**src/rtl/boot_verify.sv**
```systemverilog
// rtl/boot_verify.sv - read-back checker comparing boot memory against instruction memory word by word
module boot_verify #(
    parameter int DATA_WIDTH = 32,
    parameter int ADDR_WIDTH = 20,
    parameter int WORD_COUNT = 'h120
) (
    input  logic                  clk,
    input  logic                  rst_n,
    input  logic                  start,
    output logic                  boot_mem_rd_en,
    output logic [ADDR_WIDTH-1:0] boot_mem_addr,
    input  logic [DATA_WIDTH-1:0] boot_mem_rd_data,
    output logic                  inst_mem_rd_en,
    output logic [ADDR_WIDTH-1:0] inst_mem_addr,
    input  logic [DATA_WIDTH-1:0] inst_mem_rd_data,
    output logic                  busy,
    output logic                  done,
    output logic                  pass,
    output logic [ADDR_WIDTH-1:0] err_count,
    output logic [ADDR_WIDTH-1:0] first_err_addr
);

    typedef enum logic [1:0] {
        IDLE = 2'd0,
        READ = 2'd1,
        CMP  = 2'd2,
        DONE = 2'd3
    } state_t;

    localparam logic [ADDR_WIDTH-1:0] LAST_INDEX = ADDR_WIDTH'(WORD_COUNT - 1);
    localparam logic [ADDR_WIDTH-1:0] ERR_MAX    = '1;

    state_t                  state;
    state_t                  state_next;
    logic [ADDR_WIDTH-1:0]   index;
    logic [ADDR_WIDTH-1:0]   index_bytes;
    logic                    first_seen;
    logic                    launch;
    logic                    mismatch;

    // start is only honoured while no pass is running
    assign launch      = start && ((state == IDLE) || (state == DONE));
    assign mismatch    = (state == CMP) && (boot_mem_rd_data != inst_mem_rd_data);
    assign index_bytes = {index[ADDR_WIDTH-3:0], 2'b00};

    always_ff @(posedge clk or negedge rst_n) begin
        if (!rst_n) begin
            state <= IDLE;
        end else begin
            state <= state_next;
        end
    end

    always_comb begin
        state_next     = state;
        boot_mem_rd_en = 1'b0;
        inst_mem_rd_en = 1'b0;
        busy           = 1'b0;
        done           = 1'b0;
        case (state)
            IDLE: begin
                if (start) state_next = READ;
            end
            READ: begin
                boot_mem_rd_en = 1'b1;
                inst_mem_rd_en = 1'b1;
                busy           = 1'b1;
                state_next     = CMP;
            end
            CMP: begin
                busy       = 1'b1;
                state_next = (index == LAST_INDEX) ? DONE : READ;
            end
            DONE: begin
                done = 1'b1;
                if (start) state_next = READ;
            end
            default: state_next = IDLE;
        endcase
    end

    always_ff @(posedge clk or negedge rst_n) begin
        if (!rst_n) begin
            index          <= '0;
            err_count      <= '0;
            first_err_addr <= '0;
            first_seen     <= 1'b0;
        end else if (launch) begin
            index          <= '0;
            err_count      <= '0;
            first_err_addr <= '0;
            first_seen     <= 1'b0;
        end else if (state == CMP) begin
            if (mismatch) begin
                if (err_count != ERR_MAX) err_count <= err_count + 1'b1;
                if (!first_seen) begin
                    first_seen     <= 1'b1;
                    first_err_addr <= index_bytes;
                end
            end
            // index stops at the last word so DONE still reports it on the address bus
            if (index != LAST_INDEX) index <= index + 1'b1;
        end
    end

    assign boot_mem_addr = index;
    assign inst_mem_addr = index_bytes;
    assign pass          = done && (err_count == '0);

endmodule

```
**config.mk**
```make
export PLATFORM = sky130hd
export DESIGN_NAME = boot_verify
export DESIGN_NICKNAME = d
export VERILOG_FILES = /design/src/rtl/boot_verify.sv
export SDC_FILE = /design/constraint.sdc
export NUM_CORES = 1
export LEC_CHECK = 0
export ABC_AREA = 1
export CAP_MARGIN = 20
export CORE_UTILIZATION = 35
export DETAILED_ROUTE_END_ITERATION = 6
export GPL_TIMING_DRIVEN = 0
export HOLD_SLACK_MARGIN = 0.06
export PLACE_DENSITY = 0.67
export SYNTH_ARGS = -nofsm -noshare
export SYNTH_HDL_FRONTEND = slang
export SYNTH_SLANG_ARGS = --single-unit
```
**constraint.sdc**
```tcl
create_clock -name clk -period 5.4 [get_ports clk]
set_input_delay 0.81 -clock clk [delete_from_list [all_inputs] [get_ports clk]]
set_output_delay 0.81 -clock clk [all_outputs]
set_load 0.02 [all_outputs]
```
==> results of run 1 <==
-- through the flow --
step	utilization (%)	hold slack, ns
2_1_floorplan	-	0.4625
3_3_place_gp	50.29	0.4801
3_5_place_dp	50.41	0.4846
4_1_cts	53.30	0.4964
5_1_grt	53.30	0.5359
6_report	53.30	0.4839
-- synthesized netlist by cell type --
cell / instances
sky130_fd_sc_hd__nand3_1: 72
sky130_fd_sc_hd__nor3_1: 18
sky130_fd_sc_hd__o21ai_0: 11
sky130_fd_sc_hd__nor4_1: 4
sky130_fd_sc_hd__inv_1: 65
sky130_fd_sc_hd__nor3b_1: 4
sky130_fd_sc_hd__nand2_4: 1
sky130_fd_sc_hd__o21ai_1: 10
sky130_fd_sc_hd__a311oi_1: 1
sky130_fd_sc_hd__inv_2: 3
sky130_fd_sc_hd__a21boi_1: 1
sky130_fd_sc_hd__xnor2_1: 23
sky130_fd_sc_hd__clkinv_1: 1
sky130_fd_sc_hd__nand3_2: 5
sky130_fd_sc_hd__nor3_2: 2
sky130_fd_sc_hd__dfrtp_1: 61
sky130_fd_sc_hd__conb_1: 1
sky130_fd_sc_hd__nor3_4: 1
sky130_fd_sc_hd__clkbuf_1: 9
sky130_fd_sc_hd__clkinv_2: 1
sky130_fd_sc_hd__xor2_1: 14
sky130_fd_sc_hd__nand2_1: 191
sky130_fd_sc_hd__nor2_4: 3
sky130_fd_sc_hd__nand4_1: 8
sky130_fd_sc_hd__nor2_1: 69
sky130_fd_sc_hd__nand2_2: 7
sky130_fd_sc_hd__a211oi_1: 1
sky130_fd_sc_hd__buf_4: 23
sky130_fd_sc_hd__a21oi_1: 10
sky130_fd_sc_hd__or2_2: 1
sky130_fd_sc_hd__o22ai_1: 2
sky130_fd_sc_hd__buf_6: 5
sky130_fd_sc_hd__buf_2: 5
sky130_fd_sc_hd__ha_1: 7
-- where the power goes --
group | switching (W) | total (W) | internal, W
combinational | 0.000716 | 0.00120 | 0.000486
clock | 0.000222 | 0.000684 | 0.000462
sequential | 0.000104 | 0.000642 | 0.000538
total | 0.00104 | 0.00253 | 0.00149
-- worst max path at each step --
stage / endpoint / slack, ns
6_report: pass / 2.36
3_5_place_dp: first_err_addr[13] / 2.63
4_1_cts: pass / 2.37
3_3_place_gp: boot_mem_addr[16] / 1.50
2_1_floorplan: pass / 3.03
5_1_grt: pass / 2.25
-- sequential cells by signal (all words and copies together) (netlist names) --
signal          count
first_seen          1
first_err_addr     18
err_count          20
boot_mem_addr      20
state               2
-- routing by layer --
metal	vias to the layer above	wire [um]
met5	-	0
li1	2320	-
met1	2126	5984
met3	27	754
met2	141	6514
met4	0	303
-- layout make-up --
class | instances | share of cell area [%]
buffer | 42 | 4.458
inverter | 70 | 4.090
clock buffer | 10 | 3.702
timing repair buffer | 148 | 23.03
tap | 168 | 3.256
multi-input combinational | 470 | 36.11
sequential | 61 | 23.65
clock inverter | 6 | 1.706
-- cells by family (layout without fill, tap and decap cells) --
kind of cell	after synthesis	after routing	share of synthesized area, %
flops	61	61	34.71
xor+xnor	37	37	7.368
other cells	1	4	0.08527
simple gates	386	386	38.95
compound gates	36	36	4.353
buf+inv	112	276	12.55
fa+ha+maj	7	7	1.991
==> results, run 1 <==
- The flow ran to the end, and the final reports show no timing, DRC or antenna violations.
- The global router's overall resource usage is 21.38%.
- In this run the cell area measured after placement is 6106 um^2.
- The share of post-route cells with drive strength above 1 is under 10%.
- TritonCTS built the clock tree.
- The area of the die is 13,020 um^2.
- The worst setup path is of the flip-flop to output port kind.
- The largest individual stage delay along the critical path comes from the cell sky130_fd_sc_hd__clkdlybuf4s50_1.
- The tree is rooted in a sky130_fd_sc_hd__clkbuf_16.
- The combined flip-flop and latch cell area is 1526 um^2.
- The number of sinks on the clock net is a little over 60.
- The region available for standard cell placement spans between 10,000 and 15,000 um^2.
- The number of antenna diodes in the final layout is 0.
- The critical path goes through inv_1 -> ha_1 -> nand4_1 -> nor4_1 -> clkdlybuf4s50_1.
- The number of H-tree levels is 3.
- The congestion estimate from routability-driven global placement came to just under 0.9.
- For met3 alone, demand over resource in global routing was ~4.6%.
- The minimum period implied by the final worst setup slack is a little over 3 ns.
- The overflow left after global routing is 0.
- The via count is around 4,600.
- In the finished design, the share of the clock period the worst path needs comes to between 50% and 60%.
- Row generation in the floorplan step produced 40 rows.
- Entering global routing, the biggest net connects 37 pins.
- The total length of routed wires is 13,560 um.
- The start point of the critical path is err_count[0].
- For the final routed database, the setup TNS stands at 0 ns.
- The total setup violations reported at the end of the flow is 0.
- The relative slew slack is between 50 and 60%.
- Setup repair after global routing left no endpoint under its margin.
- The top cell types in the final layout, fill and taps aside, are sky130_fd_sc_hd__nand2_1 (191), sky130_fd_sc_hd__clkdlybuf4s50_1 (146), sky130_fd_sc_hd__nand3_1 (72).
- The initial antenna violation count is 0.
- Measured along the x axis, the die boundary spans 114.1 um.
- At the worst endpoint, the arrival time is around 2.2 ns.
- The cell area after layout is between 6000 and 7000 um^2.
- Summing internal, switching and leakage power gives 0.002528 W.
- Using the TritonRoute via totals, the vias-per-cell ratio works out to between 4 and 5.
- The worst setup path is launched from a flip-flop.
- The average instance in the mapped netlist occupies 6.872 um^2.
- The number of CTS-inserted buffers is 9.
- Max-cap violations in this run came to 0.
- In the post-synthesis netlist, the biggest area contributors are sky130_fd_sc_hd__dfrtp_1 (35%), sky130_fd_sc_hd__nand2_1 (16%), sky130_fd_sc_hd__nand3_1 (8.2%), sky130_fd_sc_hd__nor2_1 (5.9%), sky130_fd_sc_hd__inv_1 (5.5%).
- Counting every instance in the synthesized netlist gives 640.
- Counting flops and latches in the post-synthesis netlist gives between 60 and 70.
- The number of placed instances, taps included, is around 960.
- The library cell used most frequently in the layout, excluding fill and tap cells, is sky130_fd_sc_hd__nand2_1.
- The multi-input combinational cell area is approximately 2300 um^2.
- The pre-CTS setup slack is between 2 and 3 ns.
- approximately 150 I/O pins were placed.
- The via count of the first global-routing pass was between 4,000 and 5,000.
- The synthesized design devotes to its leading area cell type a little over a third of total area.
- The first-pass iteration count of the detailed router is 5.
- The clock insertion delay at the later pin of the skew report is 0.33 ns.
- The cell area power density is a little under 400 nW/um^2.
- The synthesized design spends more area on one cell type than any other, namely sky130_fd_sc_hd__dfrtp_1.
- Based on the critical path, the design can be clocked at up to around 330 MHz.
- Summed over all cells, the static leakage comes to 2.961 nW.
- For this run, the register share of the synthesized area comes to between 30% and 40%.
- The register-to-register setup slack is between 3 and 4 ns.
- Port buffering added between 100 and 150 buffers.
- The number of cells on the worst reg-to-reg path is 11.
- The height of the chip is ~110 um.
- The worst clock skew on the final layout is about 0.0061 ns.
- The critical path depth in cells is 5.
- The cell area after technology mapping is 4398 um^2.
- The source of the worst register-to-register timing path is boot_mem_addr[0].
- The met1 track demand over resource in global routing is a little over a quarter.
- The synthesized netlist contains 34 unique library cells.
- In the final routed layout, each cell accounts on average for 13.90 um.
- The capture instance of the worst register-to-register path is boot_mem_addr[17].
- The buffer levels on the longest clock path is 2.
- Relative to the synthesized area, the layout overhead comes to 46.77%.
- The number of DRC violations after detailed routing is 0.
- The final worst setup slack is about 2.4 ns.
- The total count of max-transition violations in the final report is 0.
- Buffers added to address setup during post-CTS repair amount to 0.
- The filler cell count is around 1,200.
- The number of nets with antenna violations after routing is 0.
- Buffers inserted to repair hold after CTS numbered 0.
- For this run, the number of Yosys warnings is 0.
- The worst vdd rail ir drop is between 0.0002 and 0.00025 V.
- In this run, post-CTS repair resized a total of 0 instances.
- The first global-routing pass estimated 21,840 um of wire.
- The largest fanout of any net on the critical path is 6.
- The worst path buffer plus inverter count is 2.
- The sort of element at the end of the critical path is an output port.
- The final hold violation count came to 0.
- The detailed placer's ending HPWL is 10,440 um.
- The clock slew at the register clock pins of the worst setup and hold paths is approximately 0.060 ns.
- The detailed router finished its first iteration with roughly 330 violations.
- The transition time at the pin with the least slew margin is 0.7305 ns.
- In the global route stage, met2 resource usage came out at a little under two fifths.
- The min-delay analysis places its worst path in the category input pin to async pin.
- For this configuration, the core starts out at a cell density of approximately 36%.
- The required time at the worst-slack endpoint is about 4.6 ns.
- On the worst path, the slowest cell contributes a delay of ~0.67 ns.
- The layer flagged by global routing as most heavily used is met2.
- The count of placed standard cells in the final layout, fillers left out is between 900 and 1,000.
- On the critical path the largest part of the delay comes from buffers and inverters.
- The net count of the finished layout is between 800 and 900.
(Power assumes the default switching activity.)
==> inputs of run 2 (changes only) <==
--- a/config.mk
+++ b/config.mk
@@ -11,7 +11,7 @@
 export DETAILED_ROUTE_END_ITERATION = 6
 export GPL_TIMING_DRIVEN = 0
 export HOLD_SLACK_MARGIN = 0.06
-export PLACE_DENSITY = 0.67
+export PLACE_DENSITY = 0.7
 export SYNTH_ARGS = -nofsm -noshare
 export SYNTH_HDL_FRONTEND = slang
 export SYNTH_SLANG_ARGS = --single-unit
==> constraint.sdc (replaced) <==
create_clock -name clk -period 2.5 [get_ports clk]
set_input_delay 0.375 -clock clk [delete_from_list [all_inputs] [get_ports clk]]
set_output_delay 0.375 -clock clk [all_outputs]
set_load 0.02 [all_outputs]
==> run 2 against run 1 <==
Critical path depth stayed put. Final cell count did not move. Design area fell by 1.2%. Power increased by 100%. Wire length down 5.0%. Core utilization is 0.66 points lower. Via count fell by 0.39%. Sequential power is 110% higher. Sequential share of layout area increased by 0.30 points. Hold slack gained 0.018 ns. Clock power grew 62%. Sequential cell count unchanged.
==> results, run 2 (synthesis results as in run 1) <==
- From synthesis to final layout, the design area changed by 44.95%.
- The leakage power figure is 2.934 nW (-0.92%).
- The initial core utilization is 36.31% (unchanged).
- Of the available clock period, the critical path in the final layout requires around 90%.
- The final core utilization is 52.63% (-0.66 points).
- Leaving out fill and tap cells, the most frequent cells in the layout are sky130_fd_sc_hd__nand2_1 (191), sky130_fd_sc_hd__clkdlybuf4s50_1 (145), sky130_fd_sc_hd__nand3_1 (72).
- The net count of the finished layout is 877 (+0.11%).
- Leaving out fill and tap cells, the most frequent cell in the layout is sky130_fd_sc_hd__nand2_1.
- The buffer levels on the longest clock path is 2 (unchanged).
- The final hold violation count is 0 (unchanged).
- The count of buffers from port buffering came to 147 (unchanged).
- The net switching power figure came to 0.002181 W (+110%).
- The clock tree root buffer cell is sky130_fd_sc_hd__clkbuf_16.
- The number of nets with antenna violations after routing came to 0 (unchanged).
- The routed length per instance is 13.20 um (-5.0%).
- The clock power share is 21.8% (-5.3 points).
- The highest attainable clock frequency is 443.3 MHz.
- The total setup violations reported at the end of the flow is 0 (unchanged).
- The sum of negative setup slack is 0 ns (unchanged).
- The share of post-route cells with drive strength above 1 came to 8.798% (-0.50 points).
- The detailed placer's ending HPWL is 10,010 um (-4.1%).
- The data arrival time of the critical path is 1.88 ns (-0.35 ns).
- The number of DRC violations after detailed routing is 0 (unchanged).
- The routability congestion estimate came to 0.9361 (+5.3%).
- The initial antenna violation count was 0 (unchanged).
- The internal power of the cells was 0.002895 W (+95%).
- The relative slew slack came to 51.83% (+0.63 points).
- The power share of the combinational group came to 51.0% (+3.5 points).
- The via count of the first global-routing pass came to 4,465 (-0.78%).
- The global router's overall resource usage is 20.77% (-0.61 points).
- The number of max-cap violations was 0 (unchanged).
- The worst vdd rail ir drop is 0.0004144 V (+79%).
- The number of DRC markers in iteration 0 is 394 (+19%).
- Setup repair after global routing left no endpoint under its margin.
- The via count is 4,596 (-0.39%).
- The worst clock skew on the final layout is 0.006514 ns (+0.0004350 ns).
- The multi-input combinational cell area came to 2331 um^2 (unchanged).
- The switching power share of the total is 42.97% (+1.8 points).
- The area inside the core boundary is 12,110 um^2 (unchanged).
- The cell area power density is 796.2 nW/um^2 (+100%).
- The largest fanout of any net on the critical path is 6 (unchanged).
- The wire length of the first global-routing pass is 21,330 um (-2.3%).
- The number of H-tree levels came to 3 (unchanged).
- The worst reg-to-reg path cell count is 11 (unchanged).
- The routed design could run at a clock period as short as between 2 and 2.5 ns.
- The area of the die is 13,020 um^2 (unchanged).
- The transition time at the pin with the least slew margin is 0.7210 ns (-0.009489 ns).
- STA classifies the critical path endpoint as an output port.
- The count of standard-cell rows is 40 (unchanged).
- The first-pass iteration count of the detailed router is 7 (+2).
- The filler cell count is 1,216 (+1.8%).
- The height of the chip is 114.1 um (unchanged).
- TritonCTS built the clock tree.
- The type of the tightest min-delay check is flip-flop to flip-flop.
- The total length of routed wires is 12,870 um (-5.0%).
- The number of antenna diodes came to 0 (unchanged).
- The critical path startpoint category is a flip-flop.
- The via-per-instance ratio is 4.714 (-0.39%).
- The depth of the worst hold-timing path is 2.
- The required time at the worst-slack endpoint was 2.12 ns (-2.47 ns).
- The overflow left after global routing is 0 (unchanged).
- The part of the power in registers is 27.2% (+1.8 points).
- The run finished with clean final reports.
- The total count of max-transition violations in the final report is 0 (unchanged).
- The clock insertion delay at the later pin of the skew report was 0.33 ns (about the same).
- The critical path is of the flip-flop to output port type.
- The number of post-CTS setup repair buffers is 0 (unchanged).
- The largest net degree at the start of global routing was 41 (+11%).
- The number of CTS-inserted buffers is 9 (unchanged).
- The number of I/O pins is 152 (unchanged).
- The combined flip-flop and latch cell area is 1526 um^2 (unchanged).
- The x dimension of the die is 114.1 um (unchanged).
- The number of sinks on the clock net is 61 (unchanged).
- The clock slew at the register clock pins of the worst setup and hold paths was 0.05 ns (about the same).
## run 2: cell count changes in the layout (fill, tap and decap cells not counted)
cell	change
sky130_fd_sc_hd__dlygate4sd3_1	+1
sky130_fd_sc_hd__clkinv_2	+1
sky130_fd_sc_hd__clkbuf_1	+3
sky130_fd_sc_hd__bufinv_16	-3
sky130_fd_sc_hd__clkinvlp_4	-2
sky130_fd_sc_hd__dlygate4sd2_1	+1
sky130_fd_sc_hd__clkdlybuf4s50_1	-1
## run 2: power groups by stage
stage	Clock [W]	Sequential (W)	Combinational, W
floorplan	0	0.00152	0.00139
global placement	0	0.00139	0.00257
detailed placement	0	0.00140	0.00259
CTS	0.00112	0.00138	0.00260
global route	0.00117	0.00141	0.00280
finish	0.00111	0.00138	0.00259
## run 2: area by class of cell
type	count	area share, %
Multi-Input combinational cell	470	36.57
Sequential cell	61	23.94
Timing Repair Buffer	149	23.45
Buffer	42	4.514
Inverter	70	4.141
Clock buffer	13	3.925
Tap cell	168	3.297
Clock inverter	2	0.1570
## run 2: final timing paths
| kind | startpoint | endpoint | slack [ns] |
|---|---|---|---|
| max | err_count[0] | pass | 0.24 |
| min | first_err_addr[10] | first_err_addr[10] | 0.50 |
| max reg2reg | boot_mem_addr[0] | boot_mem_addr[19] | 0.34 |
| min reg2reg | first_err_addr[10] | first_err_addr[10] | 0.50 |
| max in group asynchronous | rst_n | boot_mem_addr[9] | 1.35 |
| min in group asynchronous | rst_n | err_count[15] | 0.56 |
## run 2: timing repair
| item | 4_1_cts | 5_1_grt |
|---|---|---|
| setup endpoints to repair | 1 | 0 |
| gates resized for setup | 1 | 0 |
| hold endpoints to repair | 21 | 0 |
| hold buffers | 1 | 0 |
## run 2: worst max-delay path, stage by stage, from the launching register on
cell and delay (ns):
sky130_fd_sc_hd__dfrtp_1 0.45, sky130_fd_sc_hd__inv_1 0.14, sky130_fd_sc_hd__ha_1 0.16, sky130_fd_sc_hd__nand4_1 0.10, sky130_fd_sc_hd__nor4_1 0.33, sky130_fd_sc_hd__dlygate4sd2_1 0.38
## run 2: stage by stage
stage | hold slack, ns | instance area (um^2) | cells | setup slack [ns] | total power, W
after floorplan | 0.07941 | 4409 | 643 | 0.5666 | 0.002905
after global placement | 0.4811 | 6091 | 958 | -0.9283 | 0.003958
after detailed placement | 0.3774 | 6106 | 959 | 0.2173 | 0.003990
after CTS | 0.5074 | 6375 | 975 | 0.2352 | 0.005104
after global routing | 0.5233 | 6375 | 975 | 0.1405 | 0.005382
final | 0.5023 | 6375 | 975 | 0.2440 | 0.005076
## run 2: routing by layer
| layer | vias to the layer above | track usage, % | share of wire (%) |
|---|---|---|---|
| met2 | 152 | 35.15 | 49 |
| met5 | - | 0 | 0 |
| met3 | 20 | 5.135 | 5.8 |
| met4 | 0 | 5.628 | 1.6 |
| li1 | 2330 | - | - |
| met1 | 2094 | 26.35 | 44 |
==> inputs of run 3 (changes only) <==
--- a/config.mk
+++ b/config.mk
@@ -9,9 +9,10 @@
 export CAP_MARGIN = 20
 export CORE_UTILIZATION = 35
 export DETAILED_ROUTE_END_ITERATION = 6
+export DONT_BUFFER_PORTS = 1
 export GPL_TIMING_DRIVEN = 0
 export HOLD_SLACK_MARGIN = 0.06
-export PLACE_DENSITY = 0.7
+export PLACE_DENSITY = 0.54
 export SYNTH_ARGS = -nofsm -noshare
 export SYNTH_HDL_FRONTEND = slang
 export SYNTH_SLANG_ARGS = --single-unit
==> run 3 against run 2 <==
Sequential cell count is the same. Combinational power decreased by 29%. Core utilization decreased by 12 points. First-iteration DRC count decreased by 43%. Fmax is 2.3% lower. Register-to-register slack lost 0.09 ns. Critical path type unchanged. Largest cell class unchanged.
==> results, run 3 (synthesis results as in run 1) <==
- The flow ran to the end, and the final reports show no timing, DRC or antenna violations.
- The initial antenna violation count was 0 (unchanged).
- The depth of the worst hold-timing path came to 2 (unchanged).
- The largest fanout of any net on the critical path came to 6 (unchanged).
- The via-per-instance ratio came to 4.830 (+2.5%).
- The final hold violation count is 0 (unchanged).
- The number of antenna diodes came to 0 (unchanged).
- The number of max-cap violations is 0 (unchanged).
- The routability congestion estimate is 0.8620 (-7.9%).
- The via count is 3,999 (-13%).
- The data arrival time of the critical path came to 1.93 ns (+0.05 ns).
- The first-pass iteration count of the detailed router was 4 (-3).
- The count of buffers from port buffering is 0 (-100%).
- The initial core utilization is 36.31% (unchanged).
- The synthesis-to-layout area growth is 12.89%.
- The final core utilization is 40.99% (-12 points).
- The leakage power figure is 2.414 nW (-18%).
- The ratio of final minimum period to clock period was 92.32% (+2.1 points).
- The routed length per instance is 14.98 um (+13%).
- The area of the die came to 13,020 um^2 (unchanged).
- The worst path buffer plus inverter count is 1 (-1).
- The sum of negative setup slack is 0 ns (unchanged).
- The critical path goes through inv_1 -> ha_1 -> nand4_1 -> nor4_2.
- Setup repair after global routing left no endpoint under its margin.
- The minimum period implied by the final worst setup slack is 2.308 ns (+0.05209 ns).
- The multi-input combinational cell area is 2337 um^2 (+0.27%).
- Leaving out fill and tap cells, the most frequent cells in the layout are sky130_fd_sc_hd__nand2_1 (191), sky130_fd_sc_hd__nand3_1 (72), sky130_fd_sc_hd__nor2_1 (69).
- The number of CTS-inserted buffers is 9 (unchanged).
- The x dimension of the die is 114.1 um (unchanged).
- The number of sinks on the clock net is 61 (unchanged).
- The worst vdd rail ir drop came to 0.0005984 V (+44%).
- The sort of element at the end of the critical path is an output port.
- The type of the tightest min-delay check is input pin to flip-flop.
- The required time at the worst-slack endpoint is 2.12 ns (about the same).
- The relative slew slack was 46.65% (-5.2 points).
- The number of I/O pins is 152 (unchanged).
- The startpoint-to-endpoint class of the critical path is flip-flop to output port.
- The transition time at the pin with the least slew margin is 0.7986 ns (+0.07758 ns).
- The category of cells accounting for the largest share of critical-path delay is simple AND/OR/NAND/NOR gates.
- The height of the chip is 114.1 um (unchanged).
- The number of H-tree levels is 3 (unchanged).
- The highest attainable clock frequency was 433.3 MHz (-2.3%).
- The critical path startpoint category is a flip-flop.
- The delay contributed by the slowest stage of the critical path is 0.63 ns (+0.18 ns).
- The largest net degree at the start of global routing was 62 (+51%).
- The via count of the first global-routing pass is 3,907 (-12%).
- The cell type of the slowest stage on the worst timing path is sky130_fd_sc_hd__nor4_2.
- The clock insertion delay at the later pin of the skew report came to 0.33 ns (about the same).
- The most common cell after layout, fill and taps aside is sky130_fd_sc_hd__nand2_1.
- The cell area power density is 946.3 nW/um^2 (+19%).
- The number of placed cells counting well taps is 811 (-15%).
- The number of DRC markers in iteration 0 is 223 (-43%).
- The overflow left after global routing is 0 (unchanged).
- The combined flip-flop and latch cell area is 1528 um^2 (about the same).
- The clock tree from TritonCTS is built.
- The filler cell count was 1,344 (+11%).
- The total count of max-transition violations in the final report is 0 (unchanged).
- The wire length of the first global-routing pass is 20,050 um (-6.0%).
- The count of standard-cell rows came to 40 (unchanged).
- The clock slew at the register clock pins of the worst setup and hold paths is 0.05 ns (about the same).
- The number of nets with antenna violations after routing is 0 (unchanged).
- The cell area after layout is 4965 um^2 (-22%).
- The number of DRC violations after detailed routing is 0 (unchanged).
- The worst reg-to-reg path cell count is 11 (unchanged).
- The total length of routed wires is 12,400 um (-3.6%).
- The area inside the core boundary is 12,110 um^2 (unchanged).
- The total setup violations reported at the end of the flow is 0 (unchanged).
- The global router's overall resource usage is 19.88% (-0.89 points).
- The count of placed standard cells in the final layout, fillers left out is 828 (-15%).
- The clock tree root buffer cell is sky130_fd_sc_hd__clkbuf_16.
- The net count of the finished layout was 730 (-17%).
- The critical path depth in cells came to 4 (-1).
- The buffer levels on the longest clock path is 2 (unchanged).
- The share of post-route cells with drive strength above 1 came to 11.36% (+2.6 points).
- The final hold slack is 0.2531 ns (-0.2491 ns).
- The detailed placer's ending HPWL is 9407 um (-6.0%).
- The worst clock skew on the final layout is 0.008260 ns (+0.001746 ns).
- The area of placed instances is 4619 um^2 (-24%).
-- run 3: what timing repair did --
action | 4_1_cts | 5_1_grt
endpoints found under the setup margin | 1 | 11
hold buffers | 2 | 0
hold endpoints to repair | 61 | 0
buffers inserted | 0 | 0
gates resized for setup | 1 | 1
-- run 3: where the power goes --
group	switching [W]	internal (W)	leakage, nW
Combinational	0.00127	0.000567	1.43
Sequential	0.000426	0.00116	0.837
Clock	0.000455	0.000816	0.147
-- run 3: metrics by stage --
stage | setup WS (ns) | power, W
after floorplan | 0.5666 | 0.002905
after global placement | 0.1886 | 0.003390
after detailed placement | 0.1367 | 0.003425
after CTS | 0.1305 | 0.004742
after global routing | 0.03755 | 0.004991
final | 0.1919 | 0.004698
-- run 3: worst paths after layout --
path,slack [ns],start,end
hold / removal,0.25,start,state[0]
hold reg to reg,0.52,first_seen,first_seen
min in group asynchronous,0.59,rst_n,err_count[17]
setup reg to reg,0.25,boot_mem_addr[1],boot_mem_addr[19]
setup / recovery,0.19,err_count[0],pass
max in group asynchronous,1.63,rst_n,boot_mem_addr[0]
-- run 3: final cells by class --
type	count	area share, %
Buffer	42	5.796
Tap cell	168	4.234
Clock buffer	11	5.091
Inverter	70	5.318
Clock inverter	4	0.9577
Timing Repair Buffer	2	0.7560
Sequential cell	61	30.77
Multi-Input combinational cell	470	47.08
-- run 3: layer usage --
metal,part of all wire [%],track usage (%)
met4,0.47,3.983
met2,49,33.86
met3,5.6,5.929
met1,45,24.92
met5,0,0
